$ cat config.mk
export PLATFORM = sky130hd
export DESIGN_NAME = gumnut_ctrl_seq_flat
export DESIGN_NICKNAME = d
export VERILOG_FILES = /design/src/rtl/gumnut_ctrl_seq_pkg.sv /design/src/rtl/gumnut_ctrl_seq_if.sv /design/src/rtl/gumnut_irq_prio.sv /design/src/rtl/gumnut_ctrl_seq.sv /design/src/flat_wrapper.sv
export SDC_FILE = /design/constraint.sdc
export NUM_CORES = 1
export LEC_CHECK = 0
export ABC_AREA = 1
export BUFFER_PORTS_ARGS = -buffer_cell sky130_fd_sc_hd__buf_2
export CAP_MARGIN = 10
export CORE_MARGIN = 3
export CORE_UTILIZATION = 44
export CTS_CLUSTER_DIAMETER = 60
export CTS_CLUSTER_SIZE = 25
export DETAILED_ROUTE_END_ITERATION = 12
export PLACE_DENSITY = 0.85
export SLEW_MARGIN = 0
export SYNTH_ARGS = -nofsm -noshare
export SYNTH_HDL_FRONTEND = slang
export SYNTH_SLANG_ARGS = --single-unit
$ cat constraint.sdc
create_clock -name clk_i -period 1.8 [get_ports clk_i]
set_clock_uncertainty 0.05 [all_clocks]
set_input_delay 0.36 -clock clk_i [delete_from_list [all_inputs] [get_ports clk_i]]
set_output_delay 0.36 -clock clk_i [all_outputs]
set_load 0.01 [all_outputs]
$ cat src/rtl/gumnut_ctrl_seq_pkg.sv
// Shared encodings for the Gumnut control sequencer.
//   state_e   : 3-bit sequencer state codes, also driven on state_o
//   MEM_*     : mem_op_i encodings
//   MISC_*    : misc_op_i encodings
//   PC_SEL_*  : pc_sel_o encodings
//   REG_SRC_* : reg_src_o encodings
package gumnut_ctrl_pkg;

  typedef enum logic [2:0] {
    ST_FETCH     = 3'd0,
    ST_DECODE    = 3'd1,
    ST_INT       = 3'd2,
    ST_EXECUTE   = 3'd3,
    ST_MEM       = 3'd4,
    ST_WRITEBACK = 3'd5,
    ST_ERR       = 3'd6
  } state_e;

  localparam logic [1:0] MEM_LDM = 2'b00;
  localparam logic [1:0] MEM_STM = 2'b01;
  localparam logic [1:0] MEM_INP = 2'b10;
  localparam logic [1:0] MEM_OUT = 2'b11;

  localparam logic [2:0] MISC_RET  = 3'd0;
  localparam logic [2:0] MISC_RETI = 3'd1;
  localparam logic [2:0] MISC_ENAI = 3'd2;
  localparam logic [2:0] MISC_DISI = 3'd3;
  localparam logic [2:0] MISC_WAIT = 3'd4;
  localparam logic [2:0] MISC_STBY = 3'd5;

  localparam logic [1:0] PC_SEL_INC = 2'b00;
  localparam logic [1:0] PC_SEL_TGT = 2'b01;
  localparam logic [1:0] PC_SEL_VEC = 2'b10;
  localparam logic [1:0] PC_SEL_RET = 2'b11;

  localparam logic [1:0] REG_SRC_ALU  = 2'b00;
  localparam logic [1:0] REG_SRC_DATA = 2'b01;
  localparam logic [1:0] REG_SRC_PORT = 2'b10;

endpackage

$ cat src/rtl/gumnut_ctrl_seq_if.sv
// Bus handshake bundle between the sequencer and the instruction, data and
// port buses.
//   master : sequencer side (drives cyc/stb/we, receives acks)
//   slave  : bus side (receives cyc/stb/we, drives acks)
interface gumnut_ctrl_seq_if;
  logic inst_cyc_o, inst_stb_o, inst_ack_i;
  logic data_cyc_o, data_stb_o, data_we_o, data_ack_i;
  logic port_cyc_o, port_stb_o, port_we_o, port_ack_i;

  modport master (
    output inst_cyc_o, inst_stb_o,
    output data_cyc_o, data_stb_o, data_we_o,
    output port_cyc_o, port_stb_o, port_we_o,
    input  inst_ack_i, data_ack_i, port_ack_i
  );

  modport slave (
    input  inst_cyc_o, inst_stb_o,
    input  data_cyc_o, data_stb_o, data_we_o,
    input  port_cyc_o, port_stb_o, port_we_o,
    output inst_ack_i, data_ack_i, port_ack_i
  );
endinterface

$ cat src/rtl/gumnut_irq_prio.sv
// Interrupt pending mask and fixed-priority (lowest index wins) encoder.
//   irq_i      : level requests
//   irq_mask_i : 1 = channel enabled
//   pend_any_o : some enabled channel is requesting
//   onehot_o   : one-hot winner (0 when nothing pending)
//   id_o       : winner index (0 when nothing pending)
module gumnut_irq_prio #(
  parameter  int NUM_IRQ = 4,
  localparam int IRQ_W   = (NUM_IRQ > 1) ? $clog2(NUM_IRQ) : 1
) (
  input  logic [NUM_IRQ-1:0] irq_i,
  input  logic [NUM_IRQ-1:0] irq_mask_i,
  output logic               pend_any_o,
  output logic [NUM_IRQ-1:0] onehot_o,
  output logic [IRQ_W-1:0]   id_o
);

  logic [NUM_IRQ-1:0] pend;

  assign pend       = irq_i & irq_mask_i;
  assign pend_any_o = |pend;
  // Isolate the lowest set bit.
  assign onehot_o   = pend & (~pend + NUM_IRQ'(1));

  // Scan high to low so the lowest pending index is the last to assign.
  always_comb begin
    id_o = '0;
    for (int i = NUM_IRQ - 1; i >= 0; i--) begin
      if (pend[i]) id_o = IRQ_W'(i);
    end
  end

endmodule

$ cat src/rtl/gumnut_ctrl_seq.sv
// Multicycle control sequencer for the Gumnut-style core.
// Takes pre-decoded instruction class flags and bus acks, drives datapath
// strobes and bus cycles, and services maskable fixed-priority interrupts.
//   clk_i, rst_i      : clock, synchronous active-high reset
//   bus               : inst/data/port cyc/stb/we and acks (master side)
//   is_*_i, *_op_i    : instruction class and sub-op, valid in DECODE
//   branch_taken_i    : branch condition, valid in DECODE
//   irq_i, irq_mask_i : interrupt requests and enables
//   ir_ld_o .. alu_en_o : datapath strobes
//   int_save_o, int_ack_o, irq_id_o, int_en_o : interrupt entry / status
//   stby_o, bus_err_o, state_o : status and debug
// Optional: define CTRL_BUS_TIMEOUT_EN to abort to ERR when a bus strobe
// waits ACK_TIMEOUT-1 cycles without acknowledge.
module gumnut_ctrl_seq
  import gumnut_ctrl_pkg::*;
#(
  parameter  int NUM_IRQ     = 4,
  parameter  int ACK_TIMEOUT = 16,
  localparam int IRQ_W       = (NUM_IRQ > 1) ? $clog2(NUM_IRQ) : 1
) (
  input  logic               clk_i,
  input  logic               rst_i,
  gumnut_ctrl_seq_if.master  bus,
  input  logic               is_alu_i,
  input  logic               is_mem_i,
  input  logic               is_branch_i,
  input  logic               is_jump_i,
  input  logic               is_misc_i,
  input  logic [1:0]         mem_op_i,
  input  logic [2:0]         misc_op_i,
  input  logic               branch_taken_i,
  input  logic [NUM_IRQ-1:0] irq_i,
  input  logic [NUM_IRQ-1:0] irq_mask_i,
  output logic               ir_ld_o,
  output logic               pc_ld_o,
  output logic [1:0]         pc_sel_o,
  output logic               reg_we_o,
  output logic [1:0]         reg_src_o,
  output logic               alu_en_o,
  output logic               int_save_o,
  output logic [NUM_IRQ-1:0] int_ack_o,
  output logic [IRQ_W-1:0]   irq_id_o,
  output logic               int_en_o,
  output logic               stby_o,
  output logic               bus_err_o,
  output logic [2:0]         state_o
);

  state_e     state_q, state_d;
  logic       int_en_q, int_en_d;
  // Class info captured in DECODE so later states don't rely on the decoder.
  logic       is_mem_q;
  logic [1:0] mem_op_q;

  logic               pend_any;
  logic [NUM_IRQ-1:0] win_onehot;
  logic [IRQ_W-1:0]   win_id;
  logic               take_int;
  logic               ack_sel;

  gumnut_irq_prio #(.NUM_IRQ(NUM_IRQ)) u_prio (
    .irq_i      (irq_i),
    .irq_mask_i (irq_mask_i),
    .pend_any_o (pend_any),
    .onehot_o   (win_onehot),
    .id_o       (win_id)
  );

  assign take_int = int_en_q & pend_any;

  // Ack relevant to the current state; acks elsewhere are ignored.
  always_comb begin
    ack_sel = 1'b0;
    if (state_q == ST_FETCH)    ack_sel = bus.inst_ack_i;
    else if (state_q == ST_MEM) ack_sel = mem_op_q[1] ? bus.port_ack_i : bus.data_ack_i;
  end

`ifdef CTRL_BUS_TIMEOUT_EN
  localparam int CNT_W = (ACK_TIMEOUT > 2) ? $clog2(ACK_TIMEOUT) : 1;
  logic [CNT_W-1:0] cnt_q;
  logic             bus_err_q;
  logic             tmo;

  // Fires on the cycle the count would reach ACK_TIMEOUT-1.
  assign tmo = (state_q == ST_FETCH || state_q == ST_MEM) && !ack_sel &&
               (cnt_q == CNT_W'(ACK_TIMEOUT - 2));

  always_ff @(posedge clk_i) begin
    if (rst_i) begin
      cnt_q     <= '0;
      bus_err_q <= 1'b0;
    end else begin
      if ((state_q == ST_FETCH || state_q == ST_MEM) && !ack_sel && state_d == state_q)
        cnt_q <= cnt_q + CNT_W'(1);
      else
        cnt_q <= '0;
      if (tmo) bus_err_q <= 1'b1;
    end
  end

  assign bus_err_o = bus_err_q & ~rst_i;
`else
  assign bus_err_o = 1'b0;
`endif

  logic inst_cyc, inst_stb, data_cyc, data_stb, data_we, port_cyc, port_stb, port_we;

  always_comb begin
    state_d    = state_q;
    int_en_d   = int_en_q;
    inst_cyc   = 1'b0;
    inst_stb   = 1'b0;
    data_cyc   = 1'b0;
    data_stb   = 1'b0;
    data_we    = 1'b0;
    port_cyc   = 1'b0;
    port_stb   = 1'b0;
    port_we    = 1'b0;
    ir_ld_o    = 1'b0;
    pc_ld_o    = 1'b0;
    pc_sel_o   = PC_SEL_INC;
    reg_we_o   = 1'b0;
    reg_src_o  = REG_SRC_ALU;
    alu_en_o   = 1'b0;
    int_save_o = 1'b0;
    int_ack_o  = '0;
    irq_id_o   = '0;
    stby_o     = 1'b0;

    case (state_q)
      ST_FETCH: begin
        inst_cyc = 1'b1;
        inst_stb = 1'b1;
        if (bus.inst_ack_i) begin
          ir_ld_o = 1'b1;
          pc_ld_o = 1'b1;
          state_d = ST_DECODE;
        end
      end
      ST_DECODE: begin
        if (is_alu_i || is_mem_i) begin
          state_d = ST_EXECUTE;
        end else if (is_branch_i) begin
          pc_ld_o  = branch_taken_i;
          pc_sel_o = PC_SEL_TGT;
          state_d  = take_int ? ST_INT : ST_FETCH;
        end else if (is_jump_i) begin
          pc_ld_o  = 1'b1;
          pc_sel_o = PC_SEL_TGT;
          state_d  = take_int ? ST_INT : ST_FETCH;
        end else if (is_misc_i) begin
          case (misc_op_i)
            MISC_RET: begin
              pc_ld_o  = 1'b1;
              pc_sel_o = PC_SEL_RET;
              state_d  = take_int ? ST_INT : ST_FETCH;
            end
            MISC_RETI: begin
              // Restored enable already counts for this End decision.
              pc_ld_o  = 1'b1;
              pc_sel_o = PC_SEL_RET;
              int_en_d = 1'b1;
              state_d  = pend_any ? ST_INT : ST_FETCH;
            end
            MISC_ENAI: begin
              int_en_d = 1'b1;
              state_d  = take_int ? ST_INT : ST_FETCH;
            end
            MISC_DISI: begin
              int_en_d = 1'b0;
              state_d  = take_int ? ST_INT : ST_FETCH;
            end
            MISC_WAIT, MISC_STBY: begin
              // Parked here until an interrupt is taken; with int_en=0
              // only reset gets us out.
              if (take_int) state_d = ST_INT;
              else          stby_o  = 1'b1;
            end
            default: state_d = take_int ? ST_INT : ST_FETCH;
          endcase
        end else begin
          state_d = take_int ? ST_INT : ST_FETCH;
        end
      end
      ST_EXECUTE: begin
        alu_en_o = 1'b1;
        state_d  = is_mem_q ? ST_MEM : ST_WRITEBACK;
      end
      ST_MEM: begin
        if (!mem_op_q[1]) begin
          data_cyc = 1'b1;
          data_stb = 1'b1;
          data_we  = (mem_op_q == MEM_STM);
        end else begin
          port_cyc = 1'b1;
          port_stb = 1'b1;
          port_we  = (mem_op_q == MEM_OUT);
        end
        if (ack_sel) begin
          if (mem_op_q == MEM_LDM || mem_op_q == MEM_INP) state_d = ST_WRITEBACK;
          else state_d = take_int ? ST_INT : ST_FETCH;
        end
      end
      ST_WRITEBACK: begin
        reg_we_o = 1'b1;
        if (is_mem_q) reg_src_o = (mem_op_q == MEM_INP) ? REG_SRC_PORT : REG_SRC_DATA;
        state_d = take_int ? ST_INT : ST_FETCH;
      end
      ST_INT: begin
        int_save_o = 1'b1;
        pc_ld_o    = 1'b1;
        pc_sel_o   = PC_SEL_VEC;
        int_ack_o  = win_onehot;
        irq_id_o   = win_id;
        int_en_d   = 1'b0;
        state_d    = ST_FETCH;
      end
      ST_ERR: state_d = ST_ERR;
      default: state_d = ST_FETCH;
    endcase

`ifdef CTRL_BUS_TIMEOUT_EN
    if (tmo) state_d = ST_ERR;
`endif

    // Everything quiet while reset is held, even though state reads FETCH.
    if (rst_i) begin
      inst_cyc   = 1'b0;
      inst_stb   = 1'b0;
      ir_ld_o    = 1'b0;
      pc_ld_o    = 1'b0;
      pc_sel_o   = PC_SEL_INC;
      reg_we_o   = 1'b0;
      reg_src_o  = REG_SRC_ALU;
      alu_en_o   = 1'b0;
      int_save_o = 1'b0;
      int_ack_o  = '0;
      irq_id_o   = '0;
      stby_o     = 1'b0;
      data_cyc   = 1'b0;
      data_stb   = 1'b0;
      data_we    = 1'b0;
      port_cyc   = 1'b0;
      port_stb   = 1'b0;
      port_we    = 1'b0;
    end
  end

  always_ff @(posedge clk_i) begin
    if (rst_i) begin
      state_q  <= ST_FETCH;
      int_en_q <= 1'b0;
      is_mem_q <= 1'b0;
      mem_op_q <= MEM_LDM;
    end else begin
      state_q  <= state_d;
      int_en_q <= int_en_d;
      if (state_q == ST_DECODE) begin
        is_mem_q <= is_mem_i;
        mem_op_q <= mem_op_i;
      end
    end
  end

  assign bus.inst_cyc_o = inst_cyc;
  assign bus.inst_stb_o = inst_stb;
  assign bus.data_cyc_o = data_cyc;
  assign bus.data_stb_o = data_stb;
  assign bus.data_we_o  = data_we;
  assign bus.port_cyc_o = port_cyc;
  assign bus.port_stb_o = port_stb;
  assign bus.port_we_o  = port_we;

  assign int_en_o = int_en_q & ~rst_i;
  assign state_o  = rst_i ? 3'd0 : state_q;

endmodule
$ cat src/flat_wrapper.sv
// flat-port wrapper written by rule: the top's interface ports become plain ports
module gumnut_ctrl_seq_flat import gumnut_ctrl_pkg::*;
#(
  parameter  int NUM_IRQ     = 4,
  parameter  int ACK_TIMEOUT = 16,
  localparam int IRQ_W       = (NUM_IRQ > 1) ? $clog2(NUM_IRQ) : 1
)
  (clk_i, rst_i, is_alu_i, is_mem_i, is_branch_i, is_jump_i, is_misc_i, mem_op_i, misc_op_i, branch_taken_i, irq_i, irq_mask_i, ir_ld_o, pc_ld_o, pc_sel_o, reg_we_o, reg_src_o, alu_en_o, int_save_o, int_ack_o, irq_id_o, int_en_o, stby_o, bus_err_o, state_o, bus_inst_cyc_o, bus_inst_stb_o, bus_data_cyc_o, bus_data_stb_o, bus_data_we_o, bus_port_cyc_o, bus_port_stb_o, bus_port_we_o, bus_inst_ack_i, bus_data_ack_i, bus_port_ack_i);
  gumnut_ctrl_seq_if bus_i ();
  input  logic clk_i;
  input  logic rst_i;
  input  logic is_alu_i;
  input  logic is_mem_i;
  input  logic is_branch_i;
  input  logic is_jump_i;
  input  logic is_misc_i;
  input  logic [1:0] mem_op_i;
  input  logic [2:0] misc_op_i;
  input  logic branch_taken_i;
  input  logic [NUM_IRQ-1:0] irq_i;
  input  logic [NUM_IRQ-1:0] irq_mask_i;
  output logic ir_ld_o;
  output logic pc_ld_o;
  output logic [1:0] pc_sel_o;
  output logic reg_we_o;
  output logic [1:0] reg_src_o;
  output logic alu_en_o;
  output logic int_save_o;
  output logic [NUM_IRQ-1:0] int_ack_o;
  output logic [IRQ_W-1:0] irq_id_o;
  output logic int_en_o;
  output logic stby_o;
  output logic bus_err_o;
  output logic [2:0] state_o;
  output wire logic [$bits(bus_i.inst_cyc_o)-1:0] bus_inst_cyc_o;
  output wire logic [$bits(bus_i.inst_stb_o)-1:0] bus_inst_stb_o;
  output wire logic [$bits(bus_i.data_cyc_o)-1:0] bus_data_cyc_o;
  output wire logic [$bits(bus_i.data_stb_o)-1:0] bus_data_stb_o;
  output wire logic [$bits(bus_i.data_we_o)-1:0] bus_data_we_o;
  output wire logic [$bits(bus_i.port_cyc_o)-1:0] bus_port_cyc_o;
  output wire logic [$bits(bus_i.port_stb_o)-1:0] bus_port_stb_o;
  output wire logic [$bits(bus_i.port_we_o)-1:0] bus_port_we_o;
  input wire logic [$bits(bus_i.inst_ack_i)-1:0] bus_inst_ack_i;
  input wire logic [$bits(bus_i.data_ack_i)-1:0] bus_data_ack_i;
  input wire logic [$bits(bus_i.port_ack_i)-1:0] bus_port_ack_i;
  assign bus_inst_cyc_o = bus_i.inst_cyc_o;
  assign bus_inst_stb_o = bus_i.inst_stb_o;
  assign bus_data_cyc_o = bus_i.data_cyc_o;
  assign bus_data_stb_o = bus_i.data_stb_o;
  assign bus_data_we_o = bus_i.data_we_o;
  assign bus_port_cyc_o = bus_i.port_cyc_o;
  assign bus_port_stb_o = bus_i.port_stb_o;
  assign bus_port_we_o = bus_i.port_we_o;
  assign bus_i.inst_ack_i = bus_inst_ack_i;
  assign bus_i.data_ack_i = bus_data_ack_i;
  assign bus_i.port_ack_i = bus_port_ack_i;
  gumnut_ctrl_seq #(.NUM_IRQ(NUM_IRQ), .ACK_TIMEOUT(ACK_TIMEOUT)) u_core (.clk_i(clk_i), .rst_i(rst_i), .bus(bus_i), .is_alu_i(is_alu_i), .is_mem_i(is_mem_i), .is_branch_i(is_branch_i), .is_jump_i(is_jump_i), .is_misc_i(is_misc_i), .mem_op_i(mem_op_i), .misc_op_i(misc_op_i), .branch_taken_i(branch_taken_i), .irq_i(irq_i), .irq_mask_i(irq_mask_i), .ir_ld_o(ir_ld_o), .pc_ld_o(pc_ld_o), .pc_sel_o(pc_sel_o), .reg_we_o(reg_we_o), .reg_src_o(reg_src_o), .alu_en_o(alu_en_o), .int_save_o(int_save_o), .int_ack_o(int_ack_o), .irq_id_o(irq_id_o), .int_en_o(int_en_o), .stby_o(stby_o), .bus_err_o(bus_err_o), .state_o(state_o));
endmodule
## After elaboration in Yosys (flattened, before gate mapping)

Index checks and enable logic that the tools add are counted.

- Add/sub/neg operators: 1
- Equality and inequality tests: 22
- Muxes and demuxes: 80
- Bitwise logic cells: 6
- Reductions and logical operators: 12

Operator list:

| operator | number |
|---|---|
| two-way mux 1 bit | 45 |
| two-way mux 2 bit | 18 |
| two-way mux 3 bit | 9 |
| case mux 3 bit (6 select lines) | 1 |
| equality test 3 bit (second input constant) | 5 |
| equality test 3 x 2 -> 1 bit (second input constant) | 4 |
| inequality test 2 bit (second input constant) | 5 |
| AND 4 bit | 2 |
| two-way mux 4 bit | 2 |
| inequality test 7 x 5 -> 1 bit (second input constant) | 1 |
| equality test 3 x 1 -> 1 bit (second input constant) | 2 |
| logical NOT 3 bit | 2 |
| case mux 3 bit (2 select lines) | 1 |
| AND reduction 6 bit | 1 |
| OR reduction 2 bit | 3 |
| adder 4 x 1 -> 4 bit (second input constant) | 1 |
| equality test 2 bit (second input constant) | 2 |
| NOT 4 bit | 1 |
| case mux 1 bit (2 select lines) | 2 |
| case mux 2 bit (2 select lines) | 1 |
| OR reduction 4 bit | 1 |
| inequality test 3 bit (second input constant) | 1 |
| case mux 1 bit (3 select lines) | 1 |
| AND reduction 3 bit | 1 |
| 7 further kinds | 9 |

- Register bits: 7
- Input bits: 24
- Output and inout port bits: 29
- Word-level logic and storage cells: 125

## Longest topological paths before layout

Gate-level depths: netlist of run 1.

- Depth in word-level cells: 11
- Gate-level depth with buffers: 9

## Cells and area by module

Synthesis of run 1 repeated with hierarchy kept, for this count alone.

- Cell total of the unflattened synthesis: 152
- Area, all modules: 863.3 µm²

By module, submodules not included:

| module | instances | cells an instance | area an instance (µm²) | sequential area each (µm²) |
|---|---|---|---|---|
| gumnut_ctrl_seq | 1 | 136 | 780.7 | 140.1 |
| gumnut_irq_prio | 1 | 16 | 82.6 | 0.0 |

## Least setup slack after synthesis of run 1

Ideal clock, no wire load.

- Path kind: input -> output
- From: input rst_i
- To: output bus_data_stb_o
- Arrival: 1.271 ns
- Data required time: 1.390 ns
- Path slack: 0.119 ns
- Stages on the path: 4
- Buffers on the path: 3
- Cells stage by stage: buf_2 -> buf_1 -> nor3_1 -> buf_4

- Word-level cells in the longest chain between the ends: 1

RTL lines:

| what | RTL line | source |
|---|---|---|
| from (decl) | flat_wrapper.sv:11 | `input logic rst_i;` |
| two-way mux 1 bit | -- |  |
| to (decl) | flat_wrapper.sv:38 | `output wire logic [$bits(bus_i.data_stb_o)-1:0] bus_data_stb_o;` |

Every way passes these cells.

## Worst setup path in the final report of run 1

- From: register u_core.mem_op_q[1]
- To: output bus_port_we_o

- Word-level cells in the longest chain between the ends: 4

RTL lines:

| what | RTL line | source |
|---|---|---|
| from (decl) | gumnut_ctrl_seq.sv:53 | `logic [1:0] mem_op_q;` |
| from (signal assigned) | gumnut_ctrl_seq.sv:260 | `mem_op_q <= mem_op_i;` |
| equality test 2 bit | gumnut_ctrl_seq.sv:197 | `port_we = (mem_op_q == MEM_OUT);` |
| two-way mux 1 bit * | gumnut_ctrl_seq.sv:190 | `if (!mem_op_q[1]) begin` |
| two-way mux 1 bit * | gumnut_ctrl_seq.sv:130 | `case (state_q)` |
| two-way mux 1 bit * | gumnut_ctrl_seq.sv:227 | `if (rst_i) begin` |
| to (decl) | flat_wrapper.sv:42 | `output wire logic [$bits(bus_i.port_we_o)-1:0] bus_port_we_o;` |

Every way passes the cells marked *; elsewhere a longest branch is shown, timed or not.

==> metrics.md, run 1 <==
| Metric | Value |
|---|---|
| Layout Nets | `223` |
| Avg Vias per Cell | `5.42` |
| Area of the mapped netlist | `766 µm²` |
| Commonest non-fill, non-tap cell in the layout | `buf_2` |
| CTS Buf Count | `3` |
| Die Height | `47.7 µm` |
| Row Count | `14` |
| Via Count | `1,159` |
| Syn avg cell area | `5.43 µm²` |
| Routed WL | `2740 µm` |
| # H-tree levels | `1` |
| Power per Cell Area | `530 mW/mm²` |
| Final setup TNS | `-0.181 ns` |
| Final HPWL DP | `1980 µm` |
| Number of buffers added on ports | `51` |
| Yosys warns | `0` |
| Worst endpoint required time | `1.39 ns` |
| Die W | `47.7 µm` |
| Worst-Skew Late Latency | `0.26 ns` |
| Element type at the critical path end | `output port` |
| Setup ws final | `-0.136 ns` |
| Antenna diodes | `0` |
| Core Region | `0.00158 mm²` |
| Post-placement setup slack | `0.101 ns` |
| Final Hold Viols | `0` |
| Failing checks | `negative setup slack` |
| Layout cells sized above 1 | `44.4%` |
| RD Place Congestion | `0.862` |
| RSZ-0062 raised after global routing | `true` |
| Post-synth cell types | `23` |
| R2R Setup Slk | `0.52 ns` |
| Number of global-route vias before repair | `911` |
| Peak supply drop | `0.432 mV` |
| Final hold slack | `0.334 ns` |
| Final period util | `108%` |
| CTS Root Cell | `clkbuf_4` |
| Drt pass-1 iters | `4` |
| DRC | `0` |
| CTS tree | `built` |
| Largest net degree at the start of global routing | `15` |
| IO Count | `53` |
| Status | `finished with violations` |
| Worst setup path category | `reg2out` |
| Cell count after synthesis | `141` |
| Starting Density | `48.6%` |
| Hold buffers post-CTS | `0` |
| Flops & latches, synth | `7` |
| Fillers | `142` |
| Area growth from synthesis to layout | `51.1%` |
| Net Count, Synth | `165` |
| Die area | `0.00228 mm²` |
| Max-slew violation count | `0` |
| Initial antenna violation count | `0` |
| Register area share after synthesis | `18.3%` |
| Avg WL per Cell | `12.8 µm` |
| GRT Total Usage | `21.4%` |
| Final setup vio count | `2` |
| Crit Path Max Fanout | `6` |
| Detail Route Antenna Nets | `0` |
| Global-route wire length before repair | `3560 µm` |
| Max Clk Rate | `516 MHz` |
| Clock Path Buffers | `2` |
| Total grt overflow | `0` |
| Initial DRC count | `29` |
| Clock transition at path regs | `0.05 ns` |
| Clk sink count | `7` |
| CP Launch Type | `flip-flop` |
| Dpl cell area | `0.00104 mm²` |
| Leakage | `0.642 nW` |
| Finished Cell Area | `0.00116 mm²` |
| Commonest non-fill, non-tap cells in the layout | `buf_2 (51), nand2_1 (35), nor2_1 (16), inv_1 (14), a21oi_1 (11)` |
| Core Util, Final | `73.4%` |
| # Max-Cap Violations | `0` |
| Period minus WS final | `1.94 ns` |
| Crit path DAT | `1.53 ns` |
| Worst min path class | `in2reg` |
==> final cells by class <==
| cell class | instances | area (µm²) | share of cell area, % |
|---|---|---|---|
| clock buffer | 4 | 26.3 | 2.27 |
| inverter | 17 | 71.3 | 6.16 |
| multi-input combinational | 110 | 568 | 49.1 |
| sequential | 7 | 149 | 12.9 |
| tap | 16 | 20.0 | 1.73 |
| timing repair buffer | 60 | 323 | 27.9 |
==> worst max-delay path, stage by stage, from the launching register on <==
cell	delay, ns
dfxtp_1	0.46
inv_1	0.17
nor4_1	0.42
buf_2	0.21
==> through the flow <==
stage	total power, mW	cells
global placement	0.417	207
floorplan	0.343	141
finish	0.613	214
CTS	0.577	211
global route	0.653	214
detailed placement	0.425	207
==> what timing repair did <==
action                     CTS  global route
gates cloned                 0             0
pin swaps                    0             4
gates resized for setup      5            17
hold endpoints to repair     0             0
buffers inserted             0             3
setup endpoints to repair    6            10
==> path summary, 6_finish.rpt <==
check | startpoint | to | cells past startpoint
min | mem_op_i[0] | u_core.mem_op_q[0]$_SDFFE_PP0P_ | 3
min reg2reg | u_core.is_mem_q$_SDFFE_PP0P_ | u_core.is_mem_q$_SDFFE_PP0P_ | 2
max reg2reg | u_core.state_q[2]$_SDFFE_PP0P_ | u_core.state_q[1]$_SDFFE_PP0P_ | 7
max | u_core.mem_op_q[1]$_SDFFE_PP0P_ | bus_port_we_o | 3
==> routing by layer <==
layer	global-route usage (%)	vias to the layer above	wire length [µm]
met5	0	-	0
met4	6.45	0	54
met3	5.64	6	214
met2	36.1	61	1430
met1	26.4	520	1050
li1	-	572	-
==> cells by family after synthesis <==
group | count (synthesis) | synth area share, %
AND/OR/NAND/NOR | 86 | 50.8
other | 1 | 0.490
buffers and inverters | 24 | 14.4
flip-flops | 7 | 18.3
AO/OA/AOI/OAI | 23 | 16.0
==> cells in the mapped netlist (all sizes together) <==
master  number  share of area [%]
o211ai       1               0.98
inv         17                8.3
nor2        24                 14
nand2       39                 20
conb         1               0.49
buf          7                6.0
nor4         2                1.6
nand3       10                7.2
a31o         1                1.1
o21ai        9                5.9
nand4        4                3.3
nor3         7                5.2
a21oi       11                7.2
a31oi        1               0.82
dfxtp        7                 18
==> flip-flops by register name, summed over array words and instances (netlist names) <==
name and flops:
u_core.is_mem_q 1, u_core.state_q 3, u_core.int_en_q 1, u_core.mem_op_q 2
==> power by group <==
part           switching (mW)  internal (mW)  leakage (nW)
logic                   0.166         0.0995         0.567
registers              0.0265          0.176        0.0593
clock network          0.0611         0.0848        0.0150
total                   0.253          0.360         0.642
No activity file was read; power rests on OpenSTA's default activity.
==> inputs of run 2 (changes only) <==
--- a/config.mk
+++ b/config.mk
@@ -13,7 +13,7 @@
 export CTS_CLUSTER_DIAMETER = 60
 export CTS_CLUSTER_SIZE = 25
 export DETAILED_ROUTE_END_ITERATION = 12
-export PLACE_DENSITY = 0.85
+export PLACE_DENSITY = 0.87
 export SLEW_MARGIN = 0
 export SYNTH_ARGS = -nofsm -noshare
 export SYNTH_HDL_FRONTEND = slang
==> metrics.md, run 2 (synthesized netlist as in run 1, its figures left out) <==
| Metric | Value |
|---|---|
| IO Count | `53` |
| Routed WL | `2810 µm` |
| Worst R2R Path Depth | `9` |
| Worst min path class | `in2reg` |
| Via Count | `1,166` |
| Hold Path Depth | `3` |
| DRC | `0` |
| Crit. path cell count | `4` |
| Largest net degree at the start of global routing | `13` |
| Row Count | `14` |
| Die Height | `47.7 µm` |
| Biggest register | `u_core.state_q` |
| Worst endpoint required time | `1.39 ns` |
| RSZ-0062 raised after global routing | `true` |
| Buf/Inv on CP | `2` |
| CP max stage cell | `dfxtp_2` |
| RD Place Congestion | `0.886` |
| Pwr Total | `609 µW` |
| GRT Total Usage | `21.5%` |
| Largest regs | `u_core.state_q x3, u_core.mem_op_q x2` |
| Initial DRC count | `34` |
| Clock transition at path regs | `0.06 ns` |
| Drt pass-1 iters | `6` |
| Global-route wire length before repair | `3510 µm` |
| Fillers | `136` |
| Worst setup path category | `reg2out` |
| Detail Route Antenna Nets | `0` |
| Final Hold Viols | `0` |
| Initial antenna violation count | `0` |
| Peak supply drop | `0.345 mV` |
| Critical path's top delay family | `simple AND/OR/NAND/NOR gates` |
| Total grt overflow | `0` |
| Die W | `47.7 µm` |
| Number of buffers added on ports | `51` |
| Final HPWL DP | `1980 µm` |
| Finished Cell Area | `0.00116 mm²` |
| Critical-path cell list | `buf_4 > nand2_2 > nor4_1 > buf_2` |
| # Max-Cap Violations | `0` |
| Core Util, Final | `73.7%` |
| Leakage | `0.643 nW` |
| Slowest Stage Delay on Critical Path | `0.40 ns` |
| Layout cells sized above 1 | `45.5%` |
| Final setup TNS | `-0.0986 ns` |
| Setup ws final | `-0.0694 ns` |
| Element type at the critical path end | `output port` |
| Commonest non-fill, non-tap cells in the layout | `buf_2 (51), nand2_1 (35), nor2_1 (17), inv_1 (14)` |
| CP Launch Type | `flip-flop` |
| Starting Density | `48.6%` |
| Layout Nets | `223` |
| Failing checks | `negative setup slack` |
| Final period util | `104%` |
| Crit Path Max Fanout | `6` |
| Clk sink count | `7` |
| Clock Path Buffers | `2` |
| CTS Buf Count | `3` |
| Core Region | `0.00158 mm²` |
| Max reg flops | `3` |
| # H-tree levels | `1` |
| Final hold slack | `0.332 ns` |
| Avg Vias per Cell | `5.45` |
| Worst-Skew Late Latency | `0.27 ns` |
| Die area | `0.00228 mm²` |
| Crit path DAT | `1.46 ns` |
| CTS Root Cell | `clkbuf_4` |
| CTS tree | `built` |
| Antenna diodes | `0` |
| Max-slew violation count | `0` |
| Final setup vio count | `3` |
| Avg WL per Cell | `13.1 µm` |
| Power per Cell Area | `525 mW/mm²` |
| Period minus WS final | `1.87 ns` |
| Hold buffers post-CTS | `0` |
| Commonest non-fill, non-tap cell in the layout | `buf_2` |
| Number of global-route vias before repair | `896` |
| Status | `finished with violations` |
| Max Clk Rate | `535 MHz` |
| Area growth from synthesis to layout | `51.6%` |
| Dpl cell area | `0.00104 mm²` |
run 2: cell type report:
type                            count  area, µm²  area share (%)
Multi-Input combinational cell    110        572            49.2
Timing Repair Buffer               60        323            27.8
Sequential cell                     7        149            12.8
Inverter                           17       71.3            6.14
Clock buffer                        4       26.3            2.26
Tap cell                           16       20.0            1.72
run 2: path summary, 6_finish.rpt:
path | start | endpoint | slack (ns)
setup / recovery | u_core.state_q[2]$_SDFFE_PP0P_ | bus_port_we_o | -0.07
hold / removal | mem_op_i[0] | u_core.mem_op_q[0]$_SDFFE_PP0P_ | 0.33
setup reg to reg | u_core.state_q[2]$_SDFFE_PP0P_ | u_core.state_q[0]$_SDFFE_PP0P_ | 0.45
hold reg to reg | u_core.is_mem_q$_SDFFE_PP0P_ | u_core.is_mem_q$_SDFFE_PP0P_ | 0.43
run 2: worst reg2reg max path, cell delays in order (launching register included):
cell and delay (ns):
dfxtp_2 0.40, inv_4 0.08, buf_4 0.14, buf_4 0.13
nand3_1 0.09, nand2_1 0.09, inv_1 0.07, nand2_1 0.05
nand4_1 0.09, nand2_1 0.06
run 2: metal layers:
layer / share of wire, % / track usage (%) / vias up / wire length [µm]
met3: 9.2 / 7.14 / 9 / 258
met4: 2.3 / 5.91 / 0 / 65
met5: 0 / 0 / - / 0
met1: 37 / 25.4 / 522 / 1030
met2: 52 / 36.9 / 67 / 1450
li1: - / - / 568 / -
run 2: power breakdown:
| part | leakage, nW | switching, mW | total [mW] | internal [mW] |
|---|---|---|---|---|
| sequential | 0.0593 | 0.0239 | 0.199 | 0.175 |
| combinational | 0.569 | 0.165 | 0.258 | 0.0935 |
| clock | 0.0150 | 0.0666 | 0.152 | 0.0851 |
run 2: timing repair:
action	CTS	global route
endpoints found under the setup margin	6	13
endpoints found under the hold margin	0	0
gates resized for setup	4	18
pin swaps	0	4
setup buffers	1	2
run 2: metrics by stage:
step	setup slack, ns	instances
after floorplan	0.119	141
after global placement	0.117	207
after detailed placement	0.112	207
after CTS	-0.0164	212
after global routing	-0.0823	214
final	-0.0694	214
==> inputs of run 3 (changes only) <==
--- a/config.mk
+++ b/config.mk
@@ -6,14 +6,14 @@
 export NUM_CORES = 1
 export LEC_CHECK = 0
 export ABC_AREA = 1
-export BUFFER_PORTS_ARGS = -buffer_cell sky130_fd_sc_hd__buf_2
 export CAP_MARGIN = 10
 export CORE_MARGIN = 3
-export CORE_UTILIZATION = 44
+export CORE_UTILIZATION = 57
 export CTS_CLUSTER_DIAMETER = 60
 export CTS_CLUSTER_SIZE = 25
 export DETAILED_ROUTE_END_ITERATION = 12
-export PLACE_DENSITY = 0.87
+export DONT_BUFFER_PORTS = 1
+export PLACE_DENSITY = 0.74
 export SLEW_MARGIN = 0
 export SYNTH_ARGS = -nofsm -noshare
 export SYNTH_HDL_FRONTEND = slang
==> metrics.md, run 3 (synthesized netlist as in run 1, its figures left out) <==
| Metric | Value |
|---|---|
| Drt pass-1 iters | `6` |
| GRT Total Usage | `23.5%` |
| Final hold slack | `0.239 ns` |
| Final period util | `99.0%` |
| Largest net degree at the start of global routing | `20` |
| Die Height | `42.7 µm` |
| GR peak layer | `met2` |
| Peak supply drop | `0.373 mV` |
| Max Clk Rate | `561 MHz` |
| Number of buffers added on ports | `0` |
| Status | `complete, no violations` |
| Starting Density | `64.6%` |
| Die W | `42.7 µm` |
| Biggest register | `u_core.state_q` |
| Clock transition at path regs | `0.06 ns` |
| Area growth from synthesis to layout | `22.4%` |
| Worst R2R Path Depth | `9` |
| RD Place Congestion | `0.937` |
| Crit path DAT | `1.37 ns` |
| Commonest non-fill, non-tap cell in the layout | `nand2_1` |
| Register area | `148 µm²` |
| Commonest non-fill, non-tap cells in the layout | `nand2_1 (34), nor2_1 (14), inv_1 (14), buf_4 (13)` |
| CP max stage cell | `dfxtp_4` |
| Element type at the critical path end | `output port` |
| Initial antenna violation count | `0` |
| Critical-path cell list | `inv_2 > nand2_2 > nor3_2 > nand2_1 > a21oi_1` |
| Via Count | `984` |
| Final HPWL DP | `1680 µm` |
| Worst-Skew Late Latency | `0.27 ns` |
| Global-route wire length before repair | `3320 µm` |
| Die area | `0.00182 mm²` |
| Worst setup path category | `reg2out` |
| Antenna diodes | `0` |
| Final setup TNS | `0 ns` |
| Avg Vias per Cell | `5.96` |
| Worst min path class | `in2reg` |
| Final setup vio count | `0` |
| Total grt overflow | `0` |
| Fillers | `102` |
| Largest regs | `u_core.state_q x3, u_core.mem_op_q x2` |
| Area of the multi-input gates | `584 µm²` |
| Hold Path Depth | `2` |
| Layout cells sized above 1 | `31.1%` |
| Clock Path Buffers | `2` |
| Met3 GRT Util | `7.20%` |
| Power per Cell Area | `594 mW/mm²` |
| Number of global-route vias before repair | `796` |
| CP Launch Type | `flip-flop` |
| Met2 Usage GRT | `38.9%` |
| Max-slew violation count | `0` |
| Worst endpoint required time | `1.39 ns` |
| Routed WL | `2370 µm` |
| Detail Route Antenna Nets | `0` |
| Crit Path Max Fanout | `6` |
| Initial DRC count | `28` |
| Final Hold Viols | `0` |
| Layout Nets | `176` |
| CTS Buf Count | `3` |
| Post-placement setup slack | `0.164 ns` |
| Leakage | `0.418 nW` |
| CTS Root Cell | `clkbuf_4` |
| Slowest Stage Delay on Critical Path | `0.37 ns` |
| Clk sink count | `7` |
| CTS tree | `built` |
| RSZ-0062 raised after global routing | `true` |
| Setup ws final | `0.0182 ns` |
| Row Count | `12` |
| Met1 usage | `28.8%` |
| Max reg flops | `3` |
| # H-tree levels | `1` |
| IO Count | `53` |
| Avg WL per Cell | `14.3 µm` |
| # Max-Cap Violations | `0` |
| Hold buffers post-CTS | `0` |
| DRC | `0` |
| Core Region | `0.00119 mm²` |
| Period minus WS final | `1.78 ns` |
-- run 3: changes by cell type in the layout (fill, tap and decap cells not counted), moves of 3 or more --
cell    change
buf_2      -51
buf_4       +4
nor2_2      +4
inv_2       +3
inv_4       -3
nor2_1      -3
-- run 3: per-stage QoR --
| stage | instance area [µm²] | total power, mW | utilization (%) | std cells |
|---|---|---|---|---|
| 6_report | 937 | 0.557 | 79.0 | 165 |
| 3_5_place_dp | 812 | 0.369 | 68.5 | 158 |
| 4_1_cts | 870 | 0.531 | 73.3 | 162 |
| 2_1_floorplan | 766 | 0.343 | - | 141 |
| 3_3_place_gp | 812 | 0.366 | 68.5 | 158 |
| 5_1_grt | 937 | 0.594 | 79.0 | 165 |
-- run 3: cell type report --
class	instances	share of cell area (%)
clock buffers	4	2.80
inverters	17	6.81
multi-input cells	110	62.3
flip-flops and latches	7	15.8
well taps	14	1.87
repair buffers	13	10.4
-- run 3: path summary, 6_finish.rpt --
check | start | to | slack (ns)
setup reg to reg | u_core.state_q[0]$_SDFFE_PP0P_ | u_core.state_q[0]$_SDFFE_PP0P_ | 0.48
hold reg to reg | u_core.is_mem_q$_SDFFE_PP0P_ | u_core.is_mem_q$_SDFFE_PP0P_ | 0.45
hold / removal | mem_op_i[0] | u_core.mem_op_q[0]$_SDFFE_PP0P_ | 0.24
setup / recovery | u_core.state_q[1]$_SDFFE_PP0P_ | reg_src_o[0] | 0.02
-- run 3: metal layers --
layer,wire length (µm),part of all wire [%],up-vias
met5,0,0,-
met4,40,1.7,0
met3,249,11,4
met2,1170,50,70
met1,903,38,429
li1,-,-,481
-- run 3: critical path: cells and delay by family (launching register included) --
family          cells  cell delay [ns]
buf+inv             1             0.08
flops               1             0.37
compound gates      1             0.25
simple gates        3             0.42
-- run 3: repair_timing --
action	in CTS	in global routing
pin swaps	0	5
gates resized for setup	8	14
endpoints found under the setup margin	6	16
buffers inserted	0	3
-- run 3: report_power, final --
part	leakage [nW]	internal [mW]	switching, mW
Combinational	0.345	0.0650	0.137
Sequential	0.0588	0.175	0.0209
Clock	0.0150	0.0856	0.0729
